`config.mk`:
```
export PLATFORM = sky130hd
export DESIGN_NAME = muldiv_unit
export DESIGN_NICKNAME = d
export VERILOG_FILES = /design/src/rtl/muldiv_pkg.sv /design/src/rtl/negate32.sv /design/src/rtl/muldiv_unit.sv
export SDC_FILE = /design/constraint.sdc
export NUM_CORES = 1
export LEC_CHECK = 0
export CORE_MARGIN = 5
export CORE_UTILIZATION = 36
export CTS_CLUSTER_SIZE = 25
export DETAILED_ROUTE_END_ITERATION = 10
export MAX_ROUTING_LAYER = met4
export PLACE_DENSITY = 0.62
export SYNTH_ARGS = -nofsm -noshare
export SYNTH_HDL_FRONTEND = slang
export SYNTH_SLANG_ARGS = --single-unit
```
`constraint.sdc`:
```
create_clock -name clk -period 8.8 [get_ports clk]
set_input_delay 1.32 -clock clk [delete_from_list [all_inputs] [get_ports clk]]
set_output_delay 1.32 -clock clk [all_outputs]
set_load 0.01 [all_outputs]
```
`src/rtl/muldiv_pkg.sv`:
```
// muldiv_pkg: shared definitions for the iterative multiply/divide unit.
//   - op encodings (OP_MULT, OP_MULTU, OP_DIV, OP_DIVU)
//   - control FSM state encoding
//   - ITER: number of CALC iterations (one product/quotient bit per cycle)
//   - DIV0_LO: quotient returned for a zero divisor
package muldiv_pkg;

  localparam int ITER  = 32;
  localparam int CNT_W = $clog2(ITER);

  localparam logic [31:0] DIV0_LO = 32'hFFFF_FFFF;

  // Bit 1 selects divide, bit 0 selects unsigned.
  typedef enum logic [1:0] {
    OP_MULT  = 2'b00,
    OP_MULTU = 2'b01,
    OP_DIV   = 2'b10,
    OP_DIVU  = 2'b11
  } op_e;

  typedef enum logic [1:0] {
    ST_IDLE = 2'd0,
    ST_CALC = 2'd1,
    ST_FIX  = 2'd2
  } state_e;

endpackage

```
`src/rtl/negate32.sv`:
```
// negate32: conditional two's-complement negate, built as bitwise inversion
// followed by an incrementer.
//   en  : 1 = output ~a + cin, 0 = pass a through unchanged
//   cin : increment input; 1 for a stand-alone negate, or the carry of the
//         lower half when two instances form a 64-bit negate
//   a   : 32-bit input
//   y   : 32-bit result
module negate32 (
  input  logic        en,
  input  logic        cin,
  input  logic [31:0] a,
  output logic [31:0] y
);

  logic [31:0] inv;
  logic [31:0] inc;

  assign inv = ~a;
  assign inc = inv + {31'd0, cin};
  assign y   = en ? inc : a;

endmodule

```
`src/rtl/muldiv_unit.sv`:
```
// muldiv_unit: iterative 32-bit MULT/MULTU/DIV/DIVU into HI/LO.
//   clk, reset  : single clock, synchronous active-high reset
//   start, op   : request an operation (sampled in IDLE only); op per op_e
//   A, B        : rs operand / dividend, rt operand / divisor
//   busy        : high during CALC and FIX
//   done        : one-cycle pulse, hi/lo valid from this cycle
//   hi, lo      : product upper/lower, or remainder/quotient
//   div_by_zero : set with done for a zero divisor, held until next accept
//
// Operands are reduced to magnitudes at accept, a 32-cycle unsigned
// shift-add or restoring shift-subtract runs in CALC, and FIX applies the
// sign correction and writes HI/LO.
module muldiv_unit #(
  parameter int WIDTH = 32
) (
  input  logic             clk,
  input  logic             reset,
  input  logic             start,
  input  logic [1:0]       op,
  input  logic [WIDTH-1:0] A,
  input  logic [WIDTH-1:0] B,
  output logic             busy,
  output logic             done,
  output logic [WIDTH-1:0] hi,
  output logic [WIDTH-1:0] lo,
  output logic             div_by_zero
);

  import muldiv_pkg::*;

  // ---------------------------------------------------------------------
  // State and datapath registers
  // ---------------------------------------------------------------------
  state_e            state_reg, state_next;
  logic [1:0]        op_reg, op_next;
  logic              sign_a_reg, sign_a_next;
  logic              sign_b_reg, sign_b_next;
  logic              dz_pend_reg, dz_pend_next;
  logic [31:0]       mag_a_reg, mag_a_next;   // multiplicand
  logic [31:0]       mag_b_reg, mag_b_next;   // divisor
  logic [63:0]       acc_reg, acc_next;       // {hi half, lo half} working register
  logic [CNT_W-1:0]  cnt_reg, cnt_next;
  logic [31:0]       hi_reg, hi_next;
  logic [31:0]       lo_reg, lo_next;
  logic              done_reg, done_next;
  logic              dz_reg, dz_next;

  // ---------------------------------------------------------------------
  // Accept-time decode and operand magnitudes
  // ---------------------------------------------------------------------
  logic        in_signed;
  logic        in_div;
  logic        in_dz;
  logic [31:0] opnd_raw [2];
  logic [31:0] opnd_mag [2];

  assign in_signed   = ~op[0];
  assign in_div      = op[1];
  assign in_dz       = in_div && (B == '0);
  assign opnd_raw[0] = A;
  assign opnd_raw[1] = B;

  // Unsigned ops keep the raw bits; signed ops negate negative operands.
  genvar gi;
  generate
    for (gi = 0; gi < 2; gi++) begin : g_opnd
      negate32 u_neg (
        .en  (in_signed & opnd_raw[gi][31]),
        .cin (1'b1),
        .a   (opnd_raw[gi]),
        .y   (opnd_mag[gi])
      );
    end
  endgenerate

  // ---------------------------------------------------------------------
  // CALC iteration
  // ---------------------------------------------------------------------
  // Multiply: add multiplicand into the upper half when the multiplier LSB
  // (acc lower half) is set, then shift {carry, acc} right by one.
  logic [32:0] mul_sum;
  logic [63:0] mul_acc;

  assign mul_sum = {1'b0, acc_reg[63:32]} + (acc_reg[0] ? {1'b0, mag_a_reg} : 33'd0);
  assign mul_acc = {mul_sum, acc_reg[31:1]};

  // Divide: shift the dividend MSB into the partial remainder and try the
  // subtraction. The remainder stays below the divisor, so the shifted value
  // is below twice the divisor and bit 32 of the difference is a clean
  // borrow flag; quotient bits shift into the low half.
  logic [32:0] rem_sh;
  logic [32:0] rem_diff;
  logic        rem_ge;
  logic [63:0] div_acc;

  assign rem_sh   = {acc_reg[63:32], acc_reg[31]};
  assign rem_diff = rem_sh - {1'b0, mag_b_reg};
  assign rem_ge   = ~rem_diff[32];
  assign div_acc  = {(rem_ge ? rem_diff[31:0] : rem_sh[31:0]), acc_reg[30:0], rem_ge};

  logic last_iter;
  assign last_iter = (cnt_reg == CNT_W'(ITER - 1));

  // ---------------------------------------------------------------------
  // FIX sign correction
  // ---------------------------------------------------------------------
  // Multiply negates the full 64-bit product as two chained halves.
  // Divide negates quotient and remainder independently (the remainder
  // follows the sign of A), so the upper instance gets its own increment.
  logic        fix_signed;
  logic        fix_div;
  logic        neg_lo_en;
  logic        neg_hi_en;
  logic        hi_cin;
  logic [31:0] fix_lo;
  logic [31:0] fix_hi;

  assign fix_signed = ~op_reg[0];
  assign fix_div    = op_reg[1];
  assign neg_lo_en  = fix_signed & (sign_a_reg ^ sign_b_reg);
  assign neg_hi_en  = fix_signed & (fix_div ? sign_a_reg : (sign_a_reg ^ sign_b_reg));
  // Carry out of the lower negate is set exactly when the lower half is zero.
  assign hi_cin     = fix_div ? 1'b1 : (acc_reg[31:0] == 32'd0);

  negate32 u_fix_lo (
    .en  (neg_lo_en),
    .cin (1'b1),
    .a   (acc_reg[31:0]),
    .y   (fix_lo)
  );

  negate32 u_fix_hi (
    .en  (neg_hi_en),
    .cin (hi_cin),
    .a   (acc_reg[63:32]),
    .y   (fix_hi)
  );

  // ---------------------------------------------------------------------
  // Control FSM: state register
  // ---------------------------------------------------------------------
  always_ff @(posedge clk) begin
    if (reset) begin
      state_reg <= ST_IDLE;
    end else begin
      state_reg <= state_next;
    end
  end

  // Control FSM: next state
  always_comb begin
    state_next = state_reg;
    case (state_reg)
      ST_IDLE: begin
        if (start) begin
          state_next = in_dz ? ST_FIX : ST_CALC;
        end
      end
      ST_CALC: begin
        if (last_iter) begin
          state_next = ST_FIX;
        end
      end
      ST_FIX:  state_next = ST_IDLE;
      default: state_next = ST_IDLE;
    endcase
  end

  // Control FSM: outputs
  always_comb begin
    busy = (state_reg != ST_IDLE);
  end

  // ---------------------------------------------------------------------
  // Datapath next-state
  // ---------------------------------------------------------------------
  always_comb begin
    op_next      = op_reg;
    sign_a_next  = sign_a_reg;
    sign_b_next  = sign_b_reg;
    dz_pend_next = dz_pend_reg;
    mag_a_next   = mag_a_reg;
    mag_b_next   = mag_b_reg;
    acc_next     = acc_reg;
    cnt_next     = cnt_reg;
    hi_next      = hi_reg;
    lo_next      = lo_reg;
    done_next    = 1'b0;
    dz_next      = dz_reg;

    case (state_reg)
      ST_IDLE: begin
        if (start) begin
          op_next      = op;
          sign_a_next  = in_signed & A[31];
          sign_b_next  = in_signed & B[31];
          mag_a_next   = opnd_mag[0];
          mag_b_next   = opnd_mag[1];
          cnt_next     = '0;
          dz_next      = 1'b0;
          dz_pend_next = in_dz;
          // A zero divisor skips CALC: preload the final HI/LO values.
          if (in_dz) begin
            acc_next = {A, DIV0_LO};
          end else begin
            acc_next = {32'd0, (in_div ? opnd_mag[0] : opnd_mag[1])};
          end
        end
      end
      ST_CALC: begin
        cnt_next = cnt_reg + CNT_W'(1);
        acc_next = fix_div ? div_acc : mul_acc;
      end
      ST_FIX: begin
        hi_next   = dz_pend_reg ? acc_reg[63:32] : fix_hi;
        lo_next   = dz_pend_reg ? acc_reg[31:0]  : fix_lo;
        dz_next   = dz_pend_reg;
        done_next = 1'b1;
      end
      default: ;
    endcase
  end

  always_ff @(posedge clk) begin
    if (reset) begin
      op_reg      <= '0;
      sign_a_reg  <= 1'b0;
      sign_b_reg  <= 1'b0;
      dz_pend_reg <= 1'b0;
      mag_a_reg   <= '0;
      mag_b_reg   <= '0;
      acc_reg     <= '0;
      cnt_reg     <= '0;
      hi_reg      <= '0;
      lo_reg      <= '0;
      done_reg    <= 1'b0;
      dz_reg      <= 1'b0;
    end else begin
      op_reg      <= op_next;
      sign_a_reg  <= sign_a_next;
      sign_b_reg  <= sign_b_next;
      dz_pend_reg <= dz_pend_next;
      mag_a_reg   <= mag_a_next;
      mag_b_reg   <= mag_b_next;
      acc_reg     <= acc_next;
      cnt_reg     <= cnt_next;
      hi_reg      <= hi_next;
      lo_reg      <= lo_next;
      done_reg    <= done_next;
      dz_reg      <= dz_next;
    end
  end

  assign done        = done_reg;
  assign hi          = hi_reg;
  assign lo          = lo_reg;
  assign div_by_zero = dz_reg;

endmodule

```
## Yosys cells after proc, flatten, opt, wreduce, memory -nomap -nowiden

Cells that the tools add are included.

| storage, ports and cells | value |
|---|---|
| register bits | 206 |
| bits of input ports | 69 |
| word-level logic and storage cells | 72 |

| cells by class | value |
|---|---|
| $add $sub $neg | 7 |
| eq/ne operators | 5 |
| mux-type cells | 24 |
| bitwise logic cells | 12 |
| reduce and logical (&&, ||, !) cells | 11 |

Operators with widths:

| kind | count |
|---|---|
| 32-bit 2-to-1 mux | 9 |
| 64-bit 2-to-1 mux | 3 |
| 32-bit NOT | 4 |
| 64-bit case mux with 2 select lines | 1 |
| 32-bit by 1-bit adder with 32-bit output, second input constant | 3 |
| 32-bit zero test | 2 |
| 32-bit by 32-bit adder with 33-bit output | 1 |
| 33-bit by 32-bit subtractor with 33-bit output | 1 |
| 32-bit by 1-bit adder with 32-bit output | 1 |
| 5-bit case mux with 2 select lines | 1 |
| 2-bit AND reduction | 4 |
| 2-bit 2-to-1 mux | 3 |
| 2-bit nonzero test | 3 |
| 5-bit by 1-bit adder with 5-bit output, second input constant | 1 |
| 5-bit == test, second input constant | 1 |
| 5-bit 2-to-1 mux | 1 |
| 1-bit bitwise AND | 4 |
| 1-bit 2-to-1 mux | 4 |
| 2-bit inequality test, second input constant | 2 |
| 2-bit case mux with 2 select lines | 1 |
| 1-bit NOT | 3 |
| 2-bit by 1-bit == test with 1-bit output, second input constant | 1 |
| 2-bit == test, second input constant | 1 |
| 2-bit zero test | 1 |
| 3 further kinds | 3 |

## Depth between registers and ports, before layout

Gate-level depths: netlist (run 1).

| depth | value |
|---|---|
| depth in word-level cells | 7 |
| mapped depth | 20 |
| depth with buffers taken out | 17 |

## Hierarchy

Synthesis (run 1) repeated with hierarchy kept, for this count alone.

| unflattened totals | value |
|---|---|
| cells, all modules | 2147 |
| area total of the unflattened synthesis | 16796.1 µm² |

By module, submodules not included:

| module | instances | cells an instance | area an instance (µm²) |
|---|---|---|---|
| muldiv_unit | 1 | 1707 | 13450.4 |
| negate32 (g_opnd[1].u_neg ...) | 3 | 110 | 850.8 |
| negate32 (g_opnd[0].u_neg) | 1 | 110 | 793.3 |

## Worst setup path after synthesis (run 1)

OpenSTA, ideal clock, no wires.

| path | value |
|---|---|
| kind | reg-to-reg |
| from | reg acc_reg[13] |
| to | reg hi_reg[30] (netlist: hi[30]) |
| setup time | 0.086 ns |
| arrival time | 4.405 ns |
| data required time | 8.714 ns |
| setup slack | 4.309 ns |
| cell stages (with the launch flop) | 18 |
| path buffers | 1 |
| clock period less this slack | 4.491 ns |
| path through | dfxtp_1 > or3_1 > or2_2 > or3_1 > or4b_1 > or2_1 > buf_2 > nor2_1 > a21o_1 > ha_1 > ha_1 > nor4b_1 > nand3_1 > nor3b_1 > and3_1 > a21oi_1 > xnor2_1 > a211oi_1 |

| between the ends | value |
|---|---|
| word-level cells in the longest chain between the ends | 5 |

Ends and longest elaborated chain:

| element | RTL line | source |
|---|---|---|
| start, declared | muldiv_unit.sv:41 | `logic [63:0] acc_reg, acc_next;` |
| start signal, assigned | muldiv_unit.sv:245 | `acc_reg <= acc_next;` |
| 32-bit zero test | muldiv_unit.sv:123 | `assign hi_cin = fix_div ? 1'b1 : (acc_reg[31:0] == 32'd0);` |
| 1-bit 2-to-1 mux | muldiv_unit.sv:123 |  |
| 32-bit by 1-bit adder with 32-bit output | negate32.sv:19 | `assign inc = inv + {31'd0, cin};` |
| 32-bit 2-to-1 mux | negate32.sv:20 | `assign y = en ? inc : a;` |
| 32-bit 2-to-1 mux | muldiv_unit.sv:215 | `hi_next = dz_pend_reg ? acc_reg[63:32] : fix_hi;` |
| end signal, assigned | muldiv_unit.sv:247 | `hi_reg <= hi_next;` |
| end, declared | muldiv_unit.sv:43 | `logic [31:0] hi_reg, hi_next;` |

Every way passes these cells.
A chain may end at the register's enable or synchronous reset.

## Worst setup path after layout (run 1)

| path | value |
|---|---|
| from | reg acc_reg[13] |
| to | reg hi_reg[28] (netlist: hi[28]) |

The elaborated chain is that of the path after synthesis.

==> flow_metrics.py, run 1 <==
metrics = {
    "worst_setup_path": {
        "crit_chain": "or3_1 -> or2_2 -> or3_1 -> or4b_1 -> or2_1 -> nor2_1 -> a21o_1 -> ha_1 -> ha_1 -> nor4b_1 -> nand3_1 -> nor3b_1 -> and3_1 -> a21oi_1 -> xnor2_1 -> a211oi_1",
        "timing.critical_path.buf_inv": 0,
        "path_class": "flop to flop",
        "crit_path_end_kind": "flop",
        "regToRegStartpoint": "acc_reg[13]$_SDFFE_PP0P_",
        "cp_top_family": "simple AND/OR/NAND/NOR gates",
        "path_max_fanout": 7,
        "timing.rr.end": "hi[28]$_SDFFE_PP0P_",
        "start_kind": "flop",
        "slowest_stage": "nor4b_1",
        "reg2regPathDepth": 16,
        "r2r_slack_ns": 3.40,
        "required_ns": 9.24,
        "cpPeakStageDelay_ns": 0.65,
        "crit_arrival_ns": 5.84,
    },
    "cells_and_area": {
        "most-common-layout-cells": "238 x nor2_1, 205 x dfxtp_1, 195 x a21oi_1, 148 x nand2_1, 134 x clkdlybuf4s50_1",
        "nFillCells": 4352,
        "utilization_pct": 42.5,
        "largest_reg_flops": 64,
        "area_growth_pct": 16.8,
        "layout-drive-gt1-share_pct": 5.41,
        "final_common_cell": "nor2_1",
        "diodes": 0,
        "final_nets": 2196,
    },
    "power_and_ir_drop": {
        "vdd_drop_max_mv": 0.146,
        "p_clk_share_pct": 36.1,
        "power_switching_mw": 1.03,
        "powerDensity_mw_per_mm2": 166,
        "leakagePower_nw": 6.65,
        "p_comb_share_pct": 28.3,
        "switching_share_pct": 34.9,
        "p_int_mw": 1.93,
        "seqPwrFrac_pct": 35.6,
    },
    "global_routing": {
        "busiest_layer": "met2",
        "grt_usage_pct": 25.1,
        "antenna_found_initial": 2,
        "use_met2_pct": 39.1,
        "grt_pass1_vias": 14800,
        "grt_util_met3_pct": 2.17,
        "grt_pass1_wl_mm": 89.8,
        "grt_max_degree": 106,
        "gr-usage-met1_pct": 34.5,
        "gr-total-overflow": 0,
    },
    "clock_tree": {
        "cts_inserted_buffers": 25,
        "cts_sinks": 206,
        "cts_resized": 0,
        "clockBufferDepth": 3,
        "post-cts-setup-buffers": 0,
        "clkLatencyLatePin_ns": 0.55,
        "ctsHoldBuffers": 0,
        "htreeDepth": 1,
        "cts-root-buf": "clkbuf_16",
        "cts_tree": "done",
        "cts.clk_slew.worst_paths_ns": 0.06,
    },
    "sta": {
        "slew_headroom_pct": 22.6,
        "min_period_ns": 5.40,
        "hold_ws_ns": 0.455,
        "setup_violations": 0,
        "tightest_slew_ns": 1.15,
        "setup_tns_ns": 0,
        "hold_viol_final": 0,
        "fmax_ghz": 0.185,
        "rsz0062_at_grt": "false",
        "period_share_pct": 61.3,
        "fin_worst_skew_ns": 0.0175,
        "slew_viol_final": 0,
    },
    "route": {
        "drt_pass1_iterations": 5,
        "drc": 0,
        "wire_per_inst_um": 22.9,
        "initialDrtViolationCount": 1356,
        "viasPerCell": 6.00,
        "routed_wl_mm": 59.9,
        "vias": 15700,
        "detail-route-antenna-nets": 0,
    },
    "floorplan": {
        "io-pin-count": 136,
        "die_area_sq_mm": 0.0466,
        "die_w_um": 216,
        "fp.dieH_um": 216,
        "fp.coreArea_sq_mm": 0.0419,
        "start_util_pct": 36.4,
        "rows": 75,
    },
    "place": {
        "gp_congestion": 0.974,
        "portBuffers": 135,
        "place_hpwl_mm": 46.6,
    },
    "status": {
        "outcome": "finished, final reports clean",
    },
    "min_path": {
        "hold-path-cell-count": 2,
        "hold_path.class": "flop to flop",
        "min_to": "lo[10]$_SDFFE_PP0P_",
        "min_from": "lo[10]$_SDFFE_PP0P_",
    },
    "yosys": {
        "synthArstFlopShare_pct": 0,
        "synth_top_flop_cell": "dfxtp_1",
        "synthesis.area_sq_mm": 0.0153,
        "synth_cell_types": 77,
        "postSynthAreaPerCell_sq_um": 7.63,
        "postSynthRegisterBits": 206,
        "syn-num-nets": 2142,
        "yosysWarnings": 0,
        "seq_area_frac_synth_pct": 27.0,
        "synth_edf_count": 0,
        "syn_inst": 2000,
    },
    "flow_run": {
        "drv_cap": 0,
    },
}
## Yosys cell counts (5+ instances only)
cell type	number	area share, %
and2_1	38	1.6
or2_2	10	0.41
xnor2_1	78	4.5
nor3b_1	11	0.54
a211o_1	8	0.46
o21bai_1	10	0.49
and3_1	14	0.57
a221o_1	5	0.33
xor2_1	79	4.5
mux2i_1	47	3.1
nor2b_1	16	0.66
dfxtp_1	206	27
a21o_1	27	1.3
nand4_1	14	0.57
o22ai_1	14	0.57
o221ai_1	5	0.29
nor2_1	240	5.9
o21a_1	13	0.64
o211a_1	6	0.39
o2111ai_1	6	0.34
clkbuf_1	116	2.9
o41ai_1	18	1.0
or4_1	12	0.59
mux2_2	15	1.1
nor4_1	13	0.53
a31oi_1	13	0.53
o211ai_1	8	0.39
ha_1	71	5.8
a221oi_1	15	0.86
nand3_1	27	0.89
inv_1	56	1.4
a211oi_1	111	5.5
nand2b_1	14	0.57
o31a_1	8	0.46
a22oi_1	17	0.84
buf_2	10	0.33
nand2_1	149	3.7
a311oi_1	21	1.2
a2111oi_0	11	0.63
o31ai_1	26	1.3
or3_1	24	0.98
buf_1	8	0.20
o21ai_0	114	3.7
a21oi_1	195	6.4
nor3_1	36	1.2
## how the worst max path moves through the flow
stage | start | endpoint | slack, ns | cells past startpoint
floorplan | acc_reg[13]$_SDFFE_PP0P_ | hi[30]$_SDFFE_PP0P_ | 4.31 | 17
global placement | acc_reg[13]$_SDFFE_PP0P_ | hi[28]$_SDFFE_PP0P_ | 3.57 | 16
detailed placement | acc_reg[13]$_SDFFE_PP0P_ | hi[28]$_SDFFE_PP0P_ | 3.41 | 16
CTS | acc_reg[13]$_SDFFE_PP0P_ | hi[28]$_SDFFE_PP0P_ | 3.39 | 16
global route | acc_reg[13]$_SDFFE_PP0P_ | hi[28]$_SDFFE_PP0P_ | 2.87 | 16
finish | acc_reg[13]$_SDFFE_PP0P_ | hi[28]$_SDFFE_PP0P_ | 3.40 | 16
## power by group through the flow
| stage | logic [mW] | clock network, mW | registers, mW |
|---|---|---|---|
| after detailed placement | 0.826 | 0 | 1.07 |
| after CTS | 0.830 | 1.08 | 1.05 |
| after floorplan | 0.583 | 0 | 1.04 |
| after global routing | 0.912 | 1.12 | 1.06 |
| final | 0.838 | 1.07 | 1.05 |
| after global placement | 0.826 | 0 | 1.07 |
## area by class of cell
class,count,area [sq um],area share [%]
Inverter,57,214,1.20
Tap cell,539,674,3.78
Timing Repair Buffer,163,1560,8.76
Multi-Input combinational cell,1601,10400,58.5
Clock inverter,12,134,0.751
Sequential cell,206,4130,23.1
Clock buffer,33,696,3.90
## through the flow
stage / setup slack [ns] / area [sq um] / cells / power (mW)
6_report: 3.40 / 17800 / 2611 / 2.96
5_1_grt: 2.87 / 17800 / 2611 / 3.09
4_1_cts: 3.39 / 17800 / 2611 / 2.97
3_5_place_dp: 3.41 / 17000 / 2566 / 1.90
3_3_place_gp: 3.57 / 17000 / 2566 / 1.90
2_1_floorplan: 4.31 / 15300 / 2000 / 1.63
## logic make-up after synthesis
logic type,synth area share (%)
multiplexers,4.19
AND/OR/NAND/NOR,20.0
AO/OA/AOI/OAI,28.8
XOR/XNOR,9.01
flip-flops,27.0
adder cells (fa/ha/maj),6.08
buffers and inverters,4.90
## per-layer routing
metal | vias to the layer above | wire (um)
met5 | - | 0
met4 | 0 | 2400
met3 | 103 | 3270
met2 | 539 | 26800
met1 | 7539 | 27400
li1 | 7476 | -
## worst min-delay path, delay by kind of cell, from the launching register on
kind            cells  cell delay [ns]
simple gates        1             0.05
flops               1             0.31
compound gates      1             0.05
(Power assumes the default switching activity.)
==> run 2: changes to the inputs <==
--- a/config.mk
+++ b/config.mk
@@ -10,7 +10,7 @@
 export CTS_CLUSTER_SIZE = 25
 export DETAILED_ROUTE_END_ITERATION = 10
 export MAX_ROUTING_LAYER = met4
-export PLACE_DENSITY = 0.62
+export PLACE_DENSITY = 0.64
 export SYNTH_ARGS = -nofsm -noshare
 export SYNTH_HDL_FRONTEND = slang
 export SYNTH_SLANG_ARGS = --single-unit
==> constraint.sdc (replaced) <==
create_clock -name clk -period 4.74 [get_ports clk]
set_input_delay 0.711 -clock clk [delete_from_list [all_inputs] [get_ports clk]]
set_output_delay 0.711 -clock clk [all_outputs]
set_load 0.01 [all_outputs]
==> run 2 against run 1 <==
Against the previous run:
- wire length rose by 2.3%
- via count rose by 0.79%
- die area did not move
- register-to-register slack got worse by 3.1 ns
- power rose by 90%
- count of clock-buffer cells in the layout rose by 4
- cell count rose by 1.7%
- hold slack improved by 0.0014 ns
- sequential cell count did not move
==> flow_metrics.py, run 2 (synthesis results as in run 1) <==
metrics = {
    "clock_tree": {
        "ctsHoldBuffers": 0,
        "cts.clk_slew.worst_paths_ns": 0.06,
        "clockBufferDepth": 3,
        "cts_inserted_buffers": 26,
        "cts_tree": "done",
        "cts_sinks": 206,
        "clkLatencyLatePin_ns": 0.56,
        "cts-root-buf": "clkbuf_16",
        "htreeDepth": 1,
    },
    "worst_setup_path": {
        "timing.rr.end": "hi[31]$_SDFFE_PP0P_",
        "crit_arrival_ns": 4.91,
        "reg2regPathDepth": 16,
        "path_class": "flop to flop",
        "required_ns": 5.20,
        "crit_path_end_kind": "flop",
        "path_max_fanout": 6,
        "start_kind": "flop",
        "regToRegStartpoint": "acc_reg[15]$_SDFFE_PP0P_",
        "r2r_slack_ns": 0.29,
    },
    "min_path": {
        "hold_path.class": "flop to flop",
        "min_to": "lo[20]$_SDFFE_PP0P_",
        "min_from": "lo[20]$_SDFFE_PP0P_",
        "hold-path-cell-count": 2,
    },
    "sta": {
        "fmax_ghz": 0.225,
        "slew_headroom_pct": 29.7,
        "slew_viol_final": 0,
        "setup_violations": 0,
        "fin_worst_skew_ns": 0.0240,
        "rsz0062_at_grt": "false",
        "hold_ws_ns": 0.457,
        "setup_tns_ns": 0,
        "min_period_ns": 4.45,
        "period_share_pct": 93.8,
        "tightest_slew_ns": 1.05,
        "hold_viol_final": 0,
    },
    "place": {
        "place_inst": 2607,
        "place_hpwl_mm": 47.8,
        "portBuffers": 135,
        "dpl_cell_area_sq_mm": 0.0173,
        "gp_congestion": 0.970,
    },
    "global_routing": {
        "grt_pass1_wl_mm": 91.2,
        "gr-total-overflow": 0,
        "grt_usage_pct": 25.6,
        "grt_max_degree": 90,
        "antenna_found_initial": 0,
        "grt_pass1_vias": 14800,
    },
    "route": {
        "drc": 0,
        "viasPerCell": 5.94,
        "vias": 15800,
        "wire_per_inst_um": 23.1,
        "drt_pass1_iterations": 5,
        "initialDrtViolationCount": 1432,
        "routed_wl_mm": 61.2,
        "detail-route-antenna-nets": 0,
    },
    "cells_and_area": {
        "fin_area_sq_mm": 0.0183,
        "final_nets": 2239,
        "diodes": 0,
        "layout-drive-gt1-share_pct": 7.47,
        "largest_reg_flops": 64,
        "seq_area_sq_mm": 0.00413,
        "multi_input_area_sq_mm": 0.0104,
        "finalNonFillerCells": 2655,
        "most-common-layout-cells": "238 x nor2_1, 205 x dfxtp_1, 195 x a21oi_1, 149 x nand2_1, 134 x clkdlybuf4s50_1",
        "nFillCells": 4286,
        "final_common_cell": "nor2_1",
        "area_growth_pct": 19.7,
    },
    "floorplan": {
        "rows": 75,
        "fp.coreArea_sq_mm": 0.0419,
        "fp.dieH_um": 216,
        "io-pin-count": 136,
        "die_area_sq_mm": 0.0466,
        "start_util_pct": 36.4,
        "die_w_um": 216,
    },
    "power_and_ir_drop": {
        "leakagePower_nw": 6.92,
        "vdd_drop_max_mv": 0.231,
        "powerDensity_mw_per_mm2": 309,
    },
    "status": {
        "outcome": "finished, final reports clean",
    },
    "flow_run": {
        "drv_cap": 0,
    },
}
run 2: changes by cell type in the layout (fill, tap and decap cells not counted), moves of 2 or more:
cell        before  now
buf_4           28   67
clkinv_2         2    4
buf_12           0    3
nor3b_1         11    9
clkinvlp_4       5    3
clkbuf_16       25   27
clkinv_4         3    0
clkbuf_8         4    7
nor3b_2          0    2
run 2: timing repair:
action,4_1_cts,5_1_grt
setup endpoints to repair,0,9
gates resized for setup,0,3
buffers inserted,0,1
endpoints found under the hold margin,0,0
run 2: area by class of cell:
class	count	share of cell area (%)
inverter	57	1.17
sequential	206	22.6
multi-input combinational	1601	57.2
tap	539	3.69
clock buffer	37	4.29
clock inverter	10	0.610
timing repair buffer	205	10.5
run 2: routing by layer:
layer | share of wire (%) | up-vias | global-route usage, %
met1 | 44 | 7540 | 34.5
met4 | 3.5 | 0 | 7.53
met3 | 7.6 | 97 | 4.37
li1 | - | 7535 | -
met5 | 0 | - | -
met2 | 45 | 608 | 39.7
run 2: worst max-delay path by stage:
stage,from,endpoint
2_1_floorplan,acc_reg[13]$_SDFFE_PP0P_,hi[30]$_SDFFE_PP0P_
3_3_place_gp,acc_reg[13]$_SDFFE_PP0P_,hi[24]$_SDFFE_PP0P_
3_5_place_dp,acc_reg[13]$_SDFFE_PP0P_,hi[24]$_SDFFE_PP0P_
4_1_cts,acc_reg[15]$_SDFFE_PP0P_,hi[24]$_SDFFE_PP0P_
5_1_grt,acc_reg[15]$_SDFFE_PP0P_,hi[31]$_SDFFE_PP0P_
6_report,acc_reg[15]$_SDFFE_PP0P_,hi[31]$_SDFFE_PP0P_
run 2: worst max-delay path: stages (launching register included):
cell      delay, ns
dfxtp_1        0.35
or3_1          0.34
or2_2          0.29
or3_1          0.38
or4b_1         0.49
or2_1          0.28
nor2_1         0.12
a21o_1         0.14
ha_1           0.18
nor3b_1        0.27
and4_1         0.32
nand3b_1       0.16
nor3b_2        0.32
and2_1         0.20
a31oi_1        0.11
xnor2_1        0.17
a211oi_1       0.25
run 2: report_power, final:
part / internal [mW] / switching, mW
registers: 1.83 / 0.100
logic: 0.621 / 0.995
clock network: 1.25 / 0.833
total: 3.71 / 1.93
run 2: per-stage QoR:
| stage | utilization (%) | total power [mW] | worst slack (ns) |
|---|---|---|---|
| floorplan | - | 3.02 | 0.249 |
| detailed placement | 41.3 | 3.55 | 0.160 |
| finish | 43.5 | 5.64 | 0.294 |
| CTS | 43.5 | 5.64 | 0.160 |
| global placement | 41.3 | 3.54 | 0.239 |
| global route | 43.5 | 5.88 | 0.0136 |
